$ cat src/rtl/risc_prog_loader.sv
// VeriRISC program loader: streams bytes into CPU memory, boots and supervises the run.
// Optional LOAD_CHECKSUM_EN adds a running modulo sum of loaded bytes.
module risc_prog_loader #(
  parameter int AWIDTH     = 5,
  parameter int DWIDTH     = 8,
  parameter int RST_CYCLES = 2,
  parameter int MAX_CYCLES = 1024
) (
  input  logic              clk,
  input  logic              rst,
  input  logic              in_valid,
  output logic              in_ready,
  input  logic [DWIDTH-1:0] in_data,
  input  logic              in_last,
  output logic              mem_wr,
  output logic [AWIDTH-1:0] mem_addr,
  output logic [DWIDTH-1:0] mem_wdata,
  output logic              cpu_rst,
  input  logic              cpu_halt,
  output logic              busy,
  output logic              done,
  output logic [1:0]        err,
  output logic [15:0]       cycle_count
`ifdef LOAD_CHECKSUM_EN
  ,
  output logic [DWIDTH-1:0] checksum
`endif
);

  typedef enum logic [2:0] {
    S_IDLE, S_LOAD, S_BOOT, S_RUN, S_DONE, S_ERR
  } state_t;

  localparam logic [AWIDTH-1:0] PTR_MAX   = '1;
  localparam logic [15:0]       LIMIT_M1  = 16'(MAX_CYCLES - 1);
  localparam logic [3:0]        BOOT_LAST = 4'(RST_CYCLES - 1);

  state_t            state, state_nx;
  logic [1:0]        err_nx;
  logic [AWIDTH-1:0] ptr;
  logic [3:0]        boot_cnt;
  logic              accept;

  // Ready decodes only the state register, never in_valid.
  assign in_ready = (state == S_IDLE) || (state == S_LOAD);
  assign accept   = in_valid && in_ready;

  always_ff @(posedge clk) begin
    if (rst) begin
      state <= S_IDLE;
      err   <= 2'd0;
    end else begin
      state <= state_nx;
      err   <= err_nx;
    end
  end

  always_comb begin
    state_nx = state;
    err_nx   = err;
    cpu_rst  = 1'b1;
    busy     = 1'b0;
    done     = 1'b0;
    unique case (state)
      S_IDLE: begin
        if (in_valid)
          state_nx = in_last ? S_BOOT : S_LOAD;
      end
      S_LOAD: begin
        busy = 1'b1;
        if (in_valid) begin
          if (in_last) begin
            state_nx = S_BOOT;
          end else if (ptr == PTR_MAX) begin
            state_nx = S_ERR;
            err_nx   = 2'd1;
          end
        end
      end
      S_BOOT: begin
        busy = 1'b1;
        if (boot_cnt == BOOT_LAST)
          state_nx = S_RUN;
      end
      S_RUN: begin
        cpu_rst = 1'b0;
        busy    = 1'b1;
        // Halt beats the cycle limit when both land together.
        if (cpu_halt) begin
          state_nx = S_DONE;
        end else if (cycle_count == LIMIT_M1) begin
          state_nx = S_ERR;
          err_nx   = 2'd2;
        end
      end
      S_DONE: begin
        cpu_rst = 1'b0;
        done    = 1'b1;
      end
      S_ERR: begin
      end
      default: state_nx = S_IDLE;
    endcase
  end

  always_ff @(posedge clk) begin
    if (rst) begin
      ptr         <= '0;
      mem_wr      <= 1'b0;
      mem_addr    <= '0;
      mem_wdata   <= '0;
      boot_cnt    <= 4'd0;
      cycle_count <= 16'd0;
    end else begin
      mem_wr <= accept;
      if (accept) begin
        mem_addr  <= ptr;
        mem_wdata <= in_data;
        if (ptr != PTR_MAX)
          ptr <= ptr + 1'b1;
      end
      boot_cnt <= (state == S_BOOT) ? boot_cnt + 4'd1 : 4'd0;
      if (state == S_BOOT)
        cycle_count <= 16'd0;
      else if (state == S_RUN && !cpu_halt && cycle_count != 16'hFFFF)
        cycle_count <= cycle_count + 16'd1;
    end
  end

`ifdef LOAD_CHECKSUM_EN
  always_ff @(posedge clk) begin
    if (rst)
      checksum <= '0;
    else if (accept)
      checksum <= checksum + in_data;
  end
`endif

endmodule

$ cat config.mk
export PLATFORM = sky130hd
export DESIGN_NAME = risc_prog_loader
export DESIGN_NICKNAME = d
export VERILOG_FILES = /design/src/rtl/risc_prog_loader.sv
export SDC_FILE = /design/constraint.sdc
export NUM_CORES = 1
export LEC_CHECK = 0
export ABC_CLOCK_PERIOD_IN_PS = 2500
export CELL_PAD_IN_SITES_DETAIL_PLACEMENT = 0
export CELL_PAD_IN_SITES_GLOBAL_PLACEMENT = 2
export CORE_MARGIN = 1.5
export CORE_UTILIZATION = 30
export CTS_BUF_LIST = sky130_fd_sc_hd__clkbuf_8
export CTS_CLUSTER_SIZE = 24
export DETAILED_ROUTE_END_ITERATION = 8
export PLACE_DENSITY_LB_ADDON = 0.1
export SLEW_MARGIN = 20
export SYNTH_ARGS = -nofsm -noshare
export SYNTH_HDL_FRONTEND = slang
export SYNTH_SLANG_ARGS = --single-unit
$ cat constraint.sdc
create_clock -name clk -period 2.5 [get_ports clk]
set_input_delay 0.5 -clock clk [delete_from_list [all_inputs] [get_ports clk]]
set_output_delay 0.5 -clock clk [all_outputs]
set_load 0.05 [all_outputs]
==> reports/qor.yml <==
grt_pass1_wl_um: 8560
dr.pass1.iters: 4
p_int_mw: 1.03
final_hold_viol_count: 0
start_util_pct: 30.7
cts_tree: "done"
place.gp.congestion: 0.789
crit_slowest_cell: "clkdlybuf4s50_1"
cts_buffers: 5
cp_top_family: "buffers and inverters"
route.met3.wl_um: 179
clkLatencyLatePin_ns: 0.29
max_freq_ghz: 0.428
wl_met1_um: 2630
timing.hold.ws_ns: 0.454
final_util_pct: 40.9
crit_type: "register to primary output"
yosys.area_share.simple_pct: 29.4
start_kind: "register"
via_per_inst: 5.12
worst-r2r-cell-count: 7
path_cells: "nor2_1 > and2_1 > clkdlybuf4s50_1"
p_seq_share_pct: 51.0
critical_path_depth: 3
top_layer: "met4"
layout-area-overhead-vs-synth_pct: 33.4
preCtsSetupSlack_ns: 0.0800
drc: 0
drt_iter0_markers: 104
rows: 30
layout.nets: 322
die_x_um: 86.2
sw_frac_of_total_pct: 30.4
synth_top_family_by_area: "simple AND/OR/NAND/NOR gates"
n_antenna_cell: 0
drt-total-wl_um: 5160
rr_startpoint: "ptr[0]$_SDFFE_PP0P_"
hold_buffers: 0
die_area_mm2: 0.00742
cts_sinks: 44
pwr-share-clk_pct: 28.4
antenna_found_initial: 0
clock_path_buffers: 2
ys_ff_latch: 44
async_flop_share_pct: 0
first_global_vias: 1766
post_drt_wl_per_cell_um: 13.4
setup_viol: 0
ys_warn_count: 0
num_vias: 1965
ys_seq_area_share_pct: 42.5
coreArea_mm2: 0.00676
tightest_slew_ns: 0.572
status: "finished clean"
finalInstanceArea_mm2: 0.00277
crit_path_end: "done"
avgSynthCellArea_um2: 8.26
gr-usage-all-layers_pct: 14.6
htreeDepth: 2
yosys_most_used_dff: "dfxtp_1"
maxCapViolCount: 0
vdd_drop_max_mv: 0.269
relSlewSlack_pct: 61.5
clock_skew_ns: 0.00654
n_fill_cell: 710
path_clk_slew_ns: 0.08
pwr-share-comb_pct: 20.7
syn-instance-count: 251
min_period_over_period_pct: 93.4
setup_ws_ns: 0.165
critPathArrivalTime_ns: 1.84
end_kind: "primary output"
synthAdderAreaFrac_pct: 3.02
grt_max_degree: 24
critical_path_buf_inv_count: 1
worstReg2RegEnd: "state[0]$_SDFFE_PP0P_"
hold_class: "register to register"
p_per_area_mw_per_mm2: 534
cts_resized: 0
final_cell_mix: "clkdlybuf4s50_1 (47), nand2_1 (44), dfxtp_1 (44)"
cpPeakStageDelay_ns: 0.81
ios: 49
syn-cell-area_mm2: 0.00207
synthXorXnorAreaFrac_pct: 2.11
post_cts_buffers: 0
drv_slew: 0
synthDistinctLibCells: 43
p_sw_mw: 0.449
ant_nets: 0
rsz0062_at_grt: "no"
cp_max_fo: 9
worstPathRequired_ns: 2.00
synth_edf_count: 0
clk_root_buffer_cell: "clkbuf_8"
hpwlAfterDp_um: 3720
layout-drive-gt1-share_pct: 9.21
synth-compound-area-share_pct: 17.6
final_common_cell: "clkdlybuf4s50_1"
leakagePower_nw: 0.940
r2r_slack_ns: 0.21
place_area_mm2: 0.00269
synth_mux_area_share_pct: 1.93
gr-total-overflow: 0
finalCriticalPeriod_ns: 2.34
met2WireLength_um: 2280
portBuffers: 48
synth_fp_nets: 269
tns_ns: 0
startpoint: "state[0]$_SDFFE_PP0P_"
die_h_um: 86.2
## worst min-delay path, cell delays in order, from the launching register on
cell and delay (ns):
dfxtp_1 0.31, nand2_1 0.05, a21oi_1 0.05
## power groups by stage
stage	Combinational (mW)	Sequential, mW	Clock, mW
after floorplan	0.159	0.809	0
after global placement	0.309	0.771	0
after detailed placement	0.306	0.771	0
after CTS	0.308	0.754	0.446
after global routing	0.335	0.759	0.468
final	0.305	0.754	0.419
## per-layer routing
metal | vias to the layer above | global-route usage [%]
met3 | 6 | 3.46
met2 | 33 | 22.0
met5 | - | 0
met1 | 913 | 20.4
li1 | 1013 | -
met4 | 0 | 5.13
## logic make-up after synthesis
logic type / after synthesis
AOI/OAI and AO/OA: 61
and+or+nand+nor: 115
muxes: 4
xor gates and xnor gates: 5
buffers and inverters: 17
DFF: 44
adders and majority gates: 5
## how the worst min path moves through the flow
stage,from,endpoint,cells past startpoint
2_1_floorplan,boot_cnt[0]$_SDFF_PP0_,boot_cnt[0]$_SDFF_PP0_,1
3_3_place_gp,mem_wdata[3]$_SDFFE_PP0P_,mem_wdata[3]$_SDFFE_PP0P_,2
4_1_cts,mem_addr[1]$_SDFFE_PP0P_,mem_addr[1]$_SDFFE_PP0P_,2
5_1_grt,mem_addr[1]$_SDFFE_PP0P_,mem_addr[1]$_SDFFE_PP0P_,2
3_5_place_dp,mem_addr[1]$_SDFFE_PP0P_,mem_addr[1]$_SDFFE_PP0P_,2
6_report,mem_wdata[3]$_SDFFE_PP0P_,mem_wdata[3]$_SDFFE_PP0P_,2
## area by class of cell
type	count	area (um^2)	area share [%]
clock buffer	5	68.8	2.49
clock inverter	2	8.76	0.317
inverter	4	15.0	0.543
multi-input combinational	190	1130	40.9
sequential	44	881	31.8
tap	80	100	3.62
timing repair buffer	59	561	20.3
## synthesized netlist by cell type (3+ instances only)
library cell  instances  area share, %
dfxtp_1              44             42
nand2_1              44            8.0
a21oi_1              33            8.0
nor2_1               17            3.1
o21ai_0              10            2.4
clkbuf_1              9            1.6
or4_1                 9            3.3
nand3_1               7            1.7
o31ai_1               7            2.5
nand4_1               6            1.8
ha_1                  5            3.0
and3_1                4            1.2
inv_1                 4           0.72
mux2i_1               4            1.9
buf_2                 3           0.72
nand2b_1              3           0.90
or3_1                 3           0.90
xor2_1                3            1.3
## sequential cells by signal, summed over array words and instances, names as in the netlist
| signal | count |
|---|---|
| cycle_count | 16 |
| mem_wdata | 8 |
| mem_addr | 5 |
| ptr | 5 |
| boot_cnt | 4 |
| state | 3 |
| err | 2 |
| mem_wr | 1 |
## metrics by stage
| step | power (mW) | std cells |
|---|---|---|
| 3_5_place_dp | 1.08 | 377 |
| 2_1_floorplan | 0.969 | 251 |
| 6_report | 1.48 | 384 |
| 3_3_place_gp | 1.08 | 377 |
| 5_1_grt | 1.56 | 384 |
| 4_1_cts | 1.51 | 384 |
Note: power is estimated with default switching activity, not from simulation.
